<file path="config.mk">
export PLATFORM = sky130hd
export DESIGN_NAME = pc_unit
export DESIGN_NICKNAME = d
export VERILOG_FILES = /design/src/rtl/pc_pkg.sv /design/src/rtl/pc_unit_branch_cond_eval.sv /design/src/rtl/pc_unit.sv
export SDC_FILE = /design/constraint.sdc
export NUM_CORES = 1
export LEC_CHECK = 0
export CORE_UTILIZATION = 51
export DETAILED_ROUTE_END_ITERATION = 8
export PLACE_DENSITY = 0.87
export RECOVER_POWER = 25
export SETUP_SLACK_MARGIN = 0.1
export SKIP_CTS_REPAIR_TIMING = 1
export SLEW_MARGIN = 10
export SYNTH_ARGS = -nofsm -noshare
export SYNTH_HDL_FRONTEND = slang
export SYNTH_SLANG_ARGS = --single-unit
</file>
<file path="constraint.sdc">
create_clock -name clk -period 7.6 [get_ports clk]
set_input_delay 1.14 -clock clk [delete_from_list [all_inputs] [get_ports clk]]
set_output_delay 1.14 -clock clk [all_outputs]
set_load 0.1 [all_outputs]
</file>
<file path="src/rtl/pc_pkg.sv">
// pc_pkg: shared types and constants for the program-counter unit.
//   cond_t     - 3-bit branch condition codes
//   pc_state_t - PC unit control FSM states
//   FLAG_*     - bit positions of Z, V, N inside the {N,V,Z} flags vector
package pc_pkg;

  typedef enum logic [2:0] {
    COND_NE  = 3'b000,
    COND_EQ  = 3'b001,
    COND_GT  = 3'b010,
    COND_LT  = 3'b011,
    COND_GE  = 3'b100,
    COND_LE  = 3'b101,
    COND_OVF = 3'b110,
    COND_AL  = 3'b111
  } cond_t;

  typedef enum logic {
    ST_RUN    = 1'b0,
    ST_HALTED = 1'b1
  } pc_state_t;

  localparam int FLAG_Z = 0;
  localparam int FLAG_V = 1;
  localparam int FLAG_N = 2;

endpackage

</file>
<file path="src/rtl/pc_unit_branch_cond_eval.sv">
// branch_cond_eval: purely combinational branch condition evaluator.
// Ports:
//   cond     in  [2:0]  condition code (cond_t encoding)
//   flags    in  [2:0]  {N, V, Z}
//   cond_met out        1 when the condition holds for the given flags
module branch_cond_eval
  import pc_pkg::*;
(
  input  logic [2:0] cond,
  input  logic [2:0] flags,
  output logic       cond_met
);

  logic flag_n;
  logic flag_v;
  logic flag_z;

  assign flag_n = flags[FLAG_N];
  assign flag_v = flags[FLAG_V];
  assign flag_z = flags[FLAG_Z];

  always_comb begin
    cond_met = 1'b0;
    case (cond_t'(cond))
      COND_NE:  cond_met = ~flag_z;
      COND_EQ:  cond_met = flag_z;
      COND_GT:  cond_met = ~flag_z & ~flag_n;
      COND_LT:  cond_met = flag_n;
      // Z | (~Z & ~N) reduces to Z | ~N
      COND_GE:  cond_met = flag_z | ~flag_n;
      COND_LE:  cond_met = flag_n | flag_z;
      COND_OVF: cond_met = flag_v;
      COND_AL:  cond_met = 1'b1;
      default:  cond_met = 1'b0;
    endcase
  end

endmodule

</file>
<file path="src/rtl/pc_unit.sv">
// pc_unit: architectural program counter with branch resolution and
// stall/halt control for the single-cycle core.
// Ports:
//   clk, rst   clock (rising edge), asynchronous active-high reset
//   stall      hold PC and state this cycle (wins over halt)
//   halt       HLT decoded this cycle (wins over branch)
//   br_valid   current instruction is a branch
//   br_mode    0 = PC-relative, 1 = register-indirect
//   cond       branch condition code
//   flags      {N, V, Z}
//   imm        signed branch offset in half-words
//   br_target  register target for indirect branches
//   pc         registered current PC
//   pc_next    combinational next-PC candidate
//   taken      combinational branch-taken indication (0 while halted)
//   halted     registered, FSM is in HALTED
//   br_count   [optional, PC_BRANCH_COUNT_EN] saturating count of taken
//              branches that actually updated the PC
module pc_unit
  import pc_pkg::*;
#(
  parameter int                DATA_W   = 16,
  parameter int                IMM_W    = 9,
  parameter logic [DATA_W-1:0] RESET_PC = '0
) (
  input  logic                    clk,
  input  logic                    rst,
  input  logic                    stall,
  input  logic                    halt,
  input  logic                    br_valid,
  input  logic                    br_mode,
  input  logic [2:0]              cond,
  input  logic [2:0]              flags,
  input  logic signed [IMM_W-1:0] imm,
  input  logic [DATA_W-1:0]       br_target,
  output logic [DATA_W-1:0]       pc,
  output logic [DATA_W-1:0]       pc_next,
  output logic                    taken,
  output logic                    halted
`ifdef PC_BRANCH_COUNT_EN
  ,
  output logic [31:0]             br_count
`endif
);

  pc_state_t                state_p0;
  pc_state_t                state_d;
  logic [DATA_W-1:0]        pc_p0;
  logic [DATA_W-1:0]        pc_d;
  logic                     cond_met;
  logic [DATA_W-1:0]        seq_pc;
  logic [DATA_W-1:0]        rel_pc;
  logic [DATA_W-1:0]        reg_pc;
  logic signed [DATA_W-1:0] imm_ext;
  logic signed [DATA_W-1:0] rel_off;
  logic                     pc_upd;

  branch_cond_eval u_cond (
    .cond     (cond),
    .flags    (flags),
    .cond_met (cond_met)
  );

  assign imm_ext = DATA_W'(imm);
  assign rel_off = imm_ext <<< 1;
  assign seq_pc  = pc_p0 + DATA_W'(2);
  assign rel_pc  = seq_pc + $unsigned(rel_off);
  // Indirect targets are half-word aligned; bit 0 of the register is dropped.
  assign reg_pc  = br_target & {{(DATA_W-1){1'b1}}, 1'b0};

  assign taken   = br_valid & cond_met & (state_p0 == ST_RUN);
  assign pc_next = !taken ? seq_pc : (br_mode ? reg_pc : rel_pc);
  assign pc_upd  = (state_p0 == ST_RUN) & ~stall & ~halt;

  assign pc      = pc_p0;
  assign halted  = (state_p0 == ST_HALTED);

  always_comb begin
    state_d = state_p0;
    pc_d    = pc_p0;
    case (state_p0)
      ST_RUN: begin
        if (!stall) begin
          if (halt) state_d = ST_HALTED;
          else      pc_d    = pc_next;
        end
      end
      ST_HALTED: begin
        state_d = ST_HALTED;
      end
      default: state_d = ST_RUN;
    endcase
  end

  // Stage p0: architectural PC and control state
  always_ff @(posedge clk or posedge rst) begin
    if (rst) begin
      state_p0 <= ST_RUN;
      pc_p0    <= RESET_PC;
    end else begin
      state_p0 <= state_d;
      pc_p0    <= pc_d;
    end
  end

`ifdef PC_BRANCH_COUNT_EN
  function automatic logic [31:0] sat_inc(input logic [31:0] v);
    return (v == 32'hFFFF_FFFF) ? v : v + 32'd1;
  endfunction

  always_ff @(posedge clk or posedge rst) begin
    if (rst)                  br_count <= '0;
    else if (taken && pc_upd) br_count <= sat_inc(br_count);
  end
`endif

endmodule
</file>
; Yosys cells after proc, flatten, opt, wreduce, memory -nomap -nowiden
; Index checks and enable logic that the tools add are counted.
[word_totals]
elab_cells = 29
in_bits = 37
ff_bits = 17
output_inout_bits = 34
[classes]
mux = 6
addsub = 2
n_reduce_logical = 2
n_bitwise = 10
n_eq_ne = 7
[ops]
columns = cell, n
row1 = 16-bit two-way mux, 2
row2 = 16-bit adder, 1
row3 = 16-bit by 2-bit adder with 16-bit output (second input constant), 1
row4 = 3-bit == test (second input constant), 4
row5 = 1-bit one-hot mux with 8 select lines, 1
row6 = 3-bit by 2-bit == test with 1-bit output (second input constant), 2
row7 = 1-bit NOT, 5
row8 = 1-bit AND, 3
row9 = 3-bit by 1-bit == test with 1-bit output (second input constant), 1
row10 = 3-bit logical NOT, 1
row11 = 3-bit AND reduction, 1
row12 = 1-bit two-way mux, 2
row13 = 1-bit bitwise OR, 2
row14 = 1-bit one-hot mux with 2 select lines, 1

; Depth between registers and ports, before layout
; Gate-level depths: netlist of run 1.
[logic_depth]
ltp_word = 6
ltp_mapped = 13
ltp_nobuf = 13

; Modules after synthesis
; Synthesis of run 1 repeated with hierarchy kept, for this count alone.
[unflattened]
hier_cells = 264
area_unflattened_um2 = 2143.3
[modules_own_cells]
columns = mod, instances, cells_each, area_per_inst_um2, seq_area_each_um2
row1 = pc_unit, 1, 253, 2067.0, 425.4
row2 = branch_cond_eval, 1, 11, 76.3, 0.0

; Worst setup path after synthesis of run 1
; No wires, ideal clock.
[synth_path]
kind = register to output
from = reg pc_p0[3], in the netlist pc[3]
to = out pc_next[15]
stages_incl_launch_ff = 13
required_time_ns = 6.460
arrival_time_ns = 4.939
path_slack_ns = 1.521
path_cell_list = dfrtp_1 > nand4_1 > nor3_2 > and3_1 > nand2_1 > xnor2_1 > ha_1 > or3_1 > o221ai_1 > o21ai_4 > xnor2_1 > mux2_4 > a221oi_2
[synth_between]
elab_chain_len = 4
[synth_rtl]
columns = item, line_no
row1 = start: declaration, pc_unit.sv:48  ; logic [DATA_W-1:0] pc_p0;
row2 = start signal: assignment, pc_unit.sv:102  ; pc_p0 <= pc_d;
row3 = 16-bit by 2-bit adder with 16-bit output (*), pc_unit.sv:66  ; assign seq_pc = pc_p0 + DATA_W'(2);
row4 = 16-bit adder, pc_unit.sv:67  ; assign rel_pc = seq_pc + $unsigned(rel_off);
row5 = 16-bit two-way mux, pc_unit.sv:72  ; assign pc_next = !taken ? seq_pc : (br_mode ? reg_pc : rel_pc);
row6 = 16-bit two-way mux (*), pc_unit.sv:72
row7 = end: declaration, pc_unit.sv:37  ; output logic [DATA_W-1:0] pc_next,
; Mark *: on every way between the ends. The rest lies on a longest branch, timed or not.

; Worst setup path after layout of run 1
[layout_path]
from = in imm[8]
to = out pc_next[15]
[layout_between]
elab_chain_len = 3
[layout_rtl]
columns = item, line_no
row1 = start: declaration, pc_unit.sv:34  ; input logic signed [IMM_W-1:0] imm,
row2 = 16-bit adder, pc_unit.sv:67
row3 = 16-bit two-way mux (2 in series), pc_unit.sv:72
; No other way between the ends.

==> metrics list, run 1 <==
- Status: completed
- Number of storage elements in the synthesis netlist: 17
- Compound-cell area share of the yosys netlist: 25.21%
* Dominant combinational cell family by area after synthesis: compound AO/OA/AOI/OAI gates
- In this run, the number of DRC markers left after iteration 0 of detailed routing was around 250.
- Number of cells on the worst reg-to-reg path: 11
- The HPWL after detailed placement is between 5 and 6 mm.
- First-pass GRT wire length: between 10 and 15 mm
* Number of vias in the routed layout: about 2.4k
- Sink count of the clock tree: 17
- Max_cap viols: 0
- Layout overhead on the synthesized area: 34.36%
- In the layout the commonest cells are sky130_fd_sc_hd__clkdlybuf4s50_1 (67), sky130_fd_sc_hd__nand2_1 (28), sky130_fd_sc_hd__nor2_1 (25), sky130_fd_sc_hd__a21oi_1 (23), sky130_fd_sc_hd__ha_1 (19).
- For this run, the slowest stage of the critical path takes between 1 and 1.5 ns.
- Class of the worst hold path: reg2reg
- Power comes to 0.7833 mW.
- Clock-pin slew was measured on the worst setup and hold paths at approximately 0.07 ns.
- Final estimated routing congestion in global placement: ~0.87
- Clock skew after layout: 0.0005386 ns
* Number of buffers on the longest clock path: 2
- Most frequently used flop master after synthesis: sky130_fd_sc_hd__dfrtp_1
- The worst setup path is captured at an output pin.
* Synthesized instance count: approximately 280
- Max Clk Rate: ~0.16 GHz
- Along the worst path, the maximum fanout reaches 11.
- The region available for standard cell placement spans 4086 µm².
* Simple-gate share of the synthesized area: 22.40%
- On the critical path, the stage with the largest delay is an instance of sky130_fd_sc_hd__clkdlybuf4s50_1.
- Die area: ~4600 µm²
- Rel. slew slack: between 30% and 40%
* Xor-xnor portion of the synthesized cell area: 9.264%
- Adder-cell share of the synthesized area: a little under an eighth
- VDD sags by at most ~0.00048 V.
- During synthesis, Yosys emitted a total of 0 warnings.
- Origin of the worst min-delay path: pc[0]$_DFFE_PP0P_
* Average footprint of a synthesized cell: 7.987 µm²
* Total power density per cell area: ~260 nW/µm²
- Global Route Usage Sum: 29.18%
- Starting density of the core: ~55%
- Setup repair after global routing left no endpoint under its margin.
- Number of instances on the worst hold path: 1
* Async set or reset register ratio after synthesis: 100.0%
- Cell chain of the critical path: clkdlybuf4s50_1, ha_1, a21oi_1, nand2_1, o221ai_1, o21ai_4, xnor2_1, mux2_4, a221oi_2, clkdlybuf4s50_1
* Aggregate global routing overflow: 0
- Critical path origin: imm[8]
* EDFF count, synth: 0
- Kind of start point of the critical path: input pin
- The tree is rooted in a sky130_fd_sc_hd__clkbuf_8.
- The number of antenna violations at the first check in global routing is 0.
* Worst Path Class, Setup: in2out
- Drt wl/cell: 16.55 µm
- Cells with a size suffix above 1 make up under 10% of the layout.
- Mux share of post-synthesis cell area: between 7 and 8%
- In this run the critical register-to-register path is captured at pc[13]$_DFFE_PP0P_.
- The die is just under 70 µm tall.
* Number of CTS-inserted buffers: 3
- Leakage: around 1.3 nW
- Sequential elements use 19.09% of the synthesized area.
- TritonCTS built the clock tree.
- The tightest hold path in the finished design has a slack of about 0.52 ns.
- R2r setup slk: between 4 and 5 ns
- The via count of the first global-routing pass came to ~2.2k.
- The count of final max-slew check failures is 0.
* Launch instance of the worst register-to-register path: pc[3]$_DFFE_PP0P_
* Final net count: roughly 400
* Min cycle time layout: between 6 and 7 ns
* Maximum number of pins on one net before global-route repair: 30
- Count of different cell masters after synthesis: just under 60
* Hold Path Sink: pc[0]$_DFFE_PP0P_
- Vias/cell: about 6.1
- Finish-stage setup viols: 0
- In this run the number of H-tree levels came out at 1.
- After floorplanning, the core was divided into 23 placement rows.
- Antenna diode count: 0
* Hold violation total from the final report: 0
- Most common cell after layout, fill and taps aside: sky130_fd_sc_hd__clkdlybuf4s50_1
- Final ANT Viol Nets: 0
- Measured along the x axis, the die boundary spans approximately 70 µm.
- DRC Markers: 0
- Total Wirelength: 6.520 mm
- Count of port buffers added during placement: 69
- Aggregate negative setup slack: 0 ns
* Total standard cell area after synthesis: roughly 2200 µm²
* Most frequent cell on the critical path: sky130_fd_sc_hd__clkdlybuf4s50_1
- Net count after synthesis: approximately 340
- In the finished design, the share of the clock period the worst path needs comes to 81.27%.
* Detailed-router iteration count before antenna repair: 4
- At the later pin of the worst-skew pair, clock insertion delay measures about 0.25 ns.
- For this design the top-level I/O count stands at 71.
- Counting the fill cells in the layout gives 324.
* Worst-Margin Slew: approximately 1 ns
- Excluding fillers, the count of instances in the completed layout stands at about 390.
- Required @ worst endpoint: 6.46 ns
* DP Cell Count: between 300 and 400
- STA puts the critical path data arrival time at approximately 5 ns.
## sequential cells by signal (all words and copies together) (netlist names)
register	count
pc	16
halted	1
## how the worst max path moves through the flow
stage               slack [ns]  cells past startpoint           to
floorplan                 1.52                     12  pc_next[15]
global placement          1.50                     10  pc_next[15]
detailed placement        1.47                     10  pc_next[15]
CTS                       1.46                     10  pc_next[15]
global route              1.25                     10  pc_next[15]
finish                    1.42                     10  pc_next[15]
## power by group
part           switching [mW]  internal, mW  leakage, nW  total [mW]
sequential             0.0228         0.105        0.218       0.128
combinational           0.409         0.177         1.08       0.586
clock                  0.0322        0.0373       0.0228      0.0694
total                   0.464         0.319         1.32       0.783
## cell type report
class                           count  area, µm²  share of cell area [%]
Clock buffer                        4      45.04                   1.504
Inverter                           16      60.06                   2.006
Multi-Input combinational cell    236       1695                   56.62
Sequential cell                    17      425.4                   14.21
Tap cell                           50      62.56                   2.089
Timing Repair Buffer               71      705.7                   23.57
## cell usage after synthesis (3+ instances only)
master / count / area [µm²]
sky130_fd_sc_hd__nand2_1: 28 / 105.1
sky130_fd_sc_hd__nor2_1: 25 / 93.84
sky130_fd_sc_hd__a21oi_1: 23 / 115.1
sky130_fd_sc_hd__ha_1: 19 / 237.7
sky130_fd_sc_hd__dfrtp_1: 17 / 425.4
sky130_fd_sc_hd__inv_1: 14 / 52.55
sky130_fd_sc_hd__xnor2_1: 13 / 113.9
sky130_fd_sc_hd__a21o_1: 9 / 67.56
sky130_fd_sc_hd__nand4_1: 9 / 56.30
sky130_fd_sc_hd__mux2_2: 8 / 90.09
sky130_fd_sc_hd__xor2_1: 8 / 70.07
sky130_fd_sc_hd__nand3_1: 6 / 30.03
sky130_fd_sc_hd__o21a_1: 6 / 45.04
sky130_fd_sc_hd__o21ai_0: 6 / 30.03
sky130_fd_sc_hd__mux2i_1: 5 / 50.05
sky130_fd_sc_hd__nor2b_1: 5 / 31.28
sky130_fd_sc_hd__or3_1: 5 / 31.28
sky130_fd_sc_hd__clkbuf_1: 4 / 15.01
sky130_fd_sc_hd__a31oi_1: 3 / 18.77
sky130_fd_sc_hd__and2_1: 3 / 18.77
sky130_fd_sc_hd__and3_1: 3 / 18.77
sky130_fd_sc_hd__nand2b_1: 3 / 18.77
sky130_fd_sc_hd__nor4_1: 3 / 18.77
sky130_fd_sc_hd__o211ai_1: 3 / 22.52
sky130_fd_sc_hd__o221ai_1: 3 / 26.28
sky130_fd_sc_hd__o31ai_1: 3 / 22.52
## critical path, delay by kind of cell
kind	cells	cell delay (ns)
adder cells (fa/ha/maj)	1	0.38
multiplexers	1	0.34
XOR/XNOR	1	0.32
buffers and inverters	2	1.93
AO/OA/AOI/OAI	4	0.84
AND/OR/NAND/NOR	1	0.08
## through the flow
stage,util (%),cell area (µm²),worst slack [ns]
floorplan,-,2228,1.521
global placement,72.17,2949,1.502
detailed placement,72.17,2949,1.472
CTS,73.27,2994,1.456
global route,73.27,2994,1.248
finish,73.27,2994,1.424
## cells by family after synthesis
| family | after synthesis |
|---|---|
| mux | 15 |
| compound gates | 80 |
| buf+inv | 26 |
| simple gates | 99 |
| flops | 17 |
| fa+ha+maj | 20 |
| xor+xnor | 22 |
## per-layer routing
layer | GRT usage [%] | wire (µm) | up-vias
li1 | - | - | 1148
met3 | 6.167 | 464 | 15
met4 | 8.854 | 113 | 0
met2 | 50.00 | 3230 | 98
met5 | 0 | 0 | -
met1 | 36.31 | 2712 | 1141
No activity file was read; power rests on OpenSTA's default activity.
==> run 2: changes to the inputs <==
--- a/config.mk
+++ b/config.mk
@@ -5,9 +5,9 @@
 export SDC_FILE = /design/constraint.sdc
 export NUM_CORES = 1
 export LEC_CHECK = 0
-export CORE_UTILIZATION = 51
+export CORE_UTILIZATION = 43
 export DETAILED_ROUTE_END_ITERATION = 8
-export PLACE_DENSITY = 0.87
+export PLACE_DENSITY = 0.78
 export RECOVER_POWER = 25
 export SETUP_SLACK_MARGIN = 0.1
 export SKIP_CTS_REPAIR_TIMING = 1
==> constraint.sdc (replaced) <==
create_clock -name clk -period 5.5 [get_ports clk]
set_input_delay 0.825 -clock clk [delete_from_list [all_inputs] [get_ports clk]]
set_output_delay 0.825 -clock clk [all_outputs]
set_load 0.1 [all_outputs]
==> metrics list, run 2 (same netlist as run 1, synthesis figures left out) <==
* Sequential fraction of design power: 16.5% (+0.2 points)
- Clock edge transition at the registers on the reported setup and hold paths: 0.08 ns (about the same)
* Most frequent cell on the critical path: sky130_fd_sc_hd__xnor2_1
- Number of fillers in the final layout: 440 (+36%)
* Area after detailed placement: 2950 µm² (about the same)
- The library cell used most frequently in the layout, excluding fill and tap cells, is sky130_fd_sc_hd__clkdlybuf4s50_1.
- The setup slack of the critical path after layout came to 0.6816 ns (-0.7420 ns).
- Hold violation total from the final report: 0 (unchanged)
* Detailed-router iteration count before antenna repair: 4 (unchanged)
* Number of placement rows: 25 (+8.7%)
- Crit path DAT: 3.99 ns (-1.05 ns)
- Worst Setup Slack post-DPL: 0.8097 ns (-0.6622 ns)
- The via count of the first global-routing pass came to 2,197 (-1.1%).
* Layout overhead on the synthesized area: 34.59%
* Required @ worst endpoint: 4.68 ns (-1.78 ns)
- The number of antenna repair diodes was 0 (unchanged).
- The final net count was 403 (+0.25%).
* Commonest cells after routing, fill and taps aside: sky130_fd_sc_hd__clkdlybuf4s50_1 (50), sky130_fd_sc_hd__nand2_1 (28), sky130_fd_sc_hd__nor2_1 (25), sky130_fd_sc_hd__a21oi_1 (22), sky130_fd_sc_hd__buf_4 (20)
* H-Tree Level Count: 1 (unchanged)
- Class of the worst hold path: reg2reg
- The clock latency on the worst-skew pair is 0.26 ns (about the same).
- Number of slew-limit violations in the final report: 0 (unchanged)
- The number of antenna violations at the first check in global routing is 0 (unchanged).
* Global Route Usage Sum: 24.11% (-5.1 points)
- The remaining antenna violation count came to 0 (unchanged).
* Sink count of the clock tree: 17 (unchanged)
- Broken down by cell family, the worst path's largest delay share belongs to simple AND/OR/NAND/NOR gates.
* Net switching power figure: 0.6398 mW (+38%)
- The leakage dissipation is 1.358 nW (+3.0%).
- Finish-stage setup viols: 0 (unchanged)
- Post-route cell area: 2999 µm² (+0.17%)
- CORE AREA: 4848 µm² (+19%)
- Combinational Power Share: 74.1% (-0.7 points)
* DRC Markers: 0 (unchanged)
* Status: completed
- Clock skew after layout: 0.001145 ns (+0.0006065 ns)
- Peak fanout along the critical path: 7 (-4)
* Unrepaired setup endpoints after global routing: no
- The switching part of the total power was 59.69% (+0.46 points).
- Rel. slew slack: 33.55% (+0.33 points)
* Maximum vdd ir drop: 0.0005054 V (+5.4%)
- Endpoint class of the critical path: output pin
* Fraction of the cycle the final worst path needs: 87.61%
- Aggregate global routing overflow: 0 (unchanged)
- Layout cells sized above 1: 13.62% (+5.8 points)
* Worst-Margin Slew: 0.9936 ns (-0.004975 ns)
- The global-route wire length before repair was 10.18 mm (+0.47%).
* Count of port buffers added during placement: 69 (unchanged)
* Final estimated routing congestion in global placement: 0.8570 (-1.9%)
- Starting density of the core: 45.96% (-8.6 points)
- Maximum number of pins on one net before global-route repair: 30 (unchanged)
- The critical path is of the reg2out type.
* Die width: 73.99 µm (+8.6%)
* CTS tree: built
* Vias/cell: 5.721 (-6.2%)
- The final total power came to 1.072 mW (+37%).
* Internal Power: 0.4321 mW (+35%)
- The number of CTS-inserted buffers was 3 (unchanged).
- Max_cap viols: 0 (unchanged)
- Critical path's largest stage delay: 0.46 ns (-0.70 ns)
- Kind of start point of the critical path: flop
* Min cycle time layout: about 4.8 ns
- Number of buffers on the longest clock path: 2 (unchanged)
- The total number of vias was 2,357 (-1.9%).
- The per-cell routed wire length was 15.20 µm (-8.1%).
- Number of design-rule violations left by the first detailed-router iteration: 182 (-27%)
* Max Clk Rate: between 0.2 and 0.25 GHz
* Chip height: 73.99 µm (+8.6%)
- The root buffer cell chosen for the clock tree is sky130_fd_sc_hd__clkbuf_8.
* Number of flip-flops under the largest register name: 16 (unchanged)
- The signal on the critical path passes through nand4_1, nor3_2, and3_1, nand2_1, xnor2_1, ha_1, or3_1, o221ai_1, o21ai_4, xnor2_1, mux2_4, a221oi_4, buf_4.
- Total power density per cell area: 357.4 nW/µm² (+37%)
* Crit path buffers/inverters: 1 (-1)
* Top-level I/O count: 71 (unchanged)
* Clock group share of total power: 9.5% (+0.6 points)
- The aggregate negative setup slack was 0 ns (unchanged).
- Cell with the biggest individual delay on the critical path: sky130_fd_sc_hd__dfrtp_1
* Total Wirelength: 6.263 mm (-3.9%)
- HPWL after detailed placement: 4.953 mm (-1.3%)
- Die area: 5475 µm² (+18%)
## run 2: layer usage
metal	track usage (%)	share of wire, %	routed length, µm	up-vias
met5	0	0	0	-
met4	6.624	1.4	85	0
met3	4.743	6.0	377	10
met2	39.70	48	3037	83
met1	32.19	44	2763	1116
li1	-	-	-	1148
## run 2: worst reg2reg max path, cell delays in order, from the launching register on
cell and delay, ns:
sky130_fd_sc_hd__dfrtp_1 0.46, sky130_fd_sc_hd__nand4_1 0.20, sky130_fd_sc_hd__nor3_2 0.33, sky130_fd_sc_hd__nand3_1 0.14, sky130_fd_sc_hd__xnor2_1 0.31, sky130_fd_sc_hd__ha_1 0.36, sky130_fd_sc_hd__a21oi_1 0.26, sky130_fd_sc_hd__nor2b_1 0.17
sky130_fd_sc_hd__o221ai_1 0.13, sky130_fd_sc_hd__o21a_1 0.13, sky130_fd_sc_hd__a2111oi_0 0.71, sky130_fd_sc_hd__o31ai_1 0.15
## run 2: through the flow
stage          instances  util [%]  hold WS, ns
5_1_grt              412     61.86       0.5594
3_5_place_dp         408     60.85       0.5025
2_1_floorplan        279         -       0.7511
3_3_place_gp         408     60.85       0.4925
4_1_cts              412     61.86       0.5181
6_report             412     61.86       0.5122
## run 2: area by class of cell
cell class	instances	area (µm²)	share of cell area, %
clock buffers	3	41.29	1.377
clock inverters	1	7.507	0.2503
inverters	16	60.06	2.003
multi-input cells	236	1710	57.03
flip-flops and latches	17	425.4	14.18
well taps	67	83.83	2.795
repair buffers	72	670.6	22.36
## run 2: power by group through the flow
stage / clock, mW / sequential [mW] / combinational, mW
6_report: 0.101 / 0.177 / 0.794
4_1_cts: 0.104 / 0.176 / 0.795
2_1_floorplan: 0 / 0.320 / 0.472
5_1_grt: 0.112 / 0.181 / 0.841
3_5_place_dp: 0 / 0.178 / 0.791
3_3_place_gp: 0 / 0.177 / 0.783
## run 2: worst paths after layout
check	start	to	slack, ns	cells after the start
max in group asynchronous	rst	pc[10]$_DFFE_PP0P_	3.94	2
min in group asynchronous	rst	halted$_DFF_PP0_	1.11	2
worst min register to register	pc[0]$_DFFE_PP0P_	pc[0]$_DFFE_PP0P_	0.51	1
worst max register to register	pc[3]$_DFFE_PP0P_	pc[13]$_DFFE_PP0P_	2.01	11
worst min-delay path	pc[0]$_DFFE_PP0P_	pc[0]$_DFFE_PP0P_	0.51	1
worst max-delay path	pc[3]$_DFFE_PP0P_	pc_next[15]	0.68	13
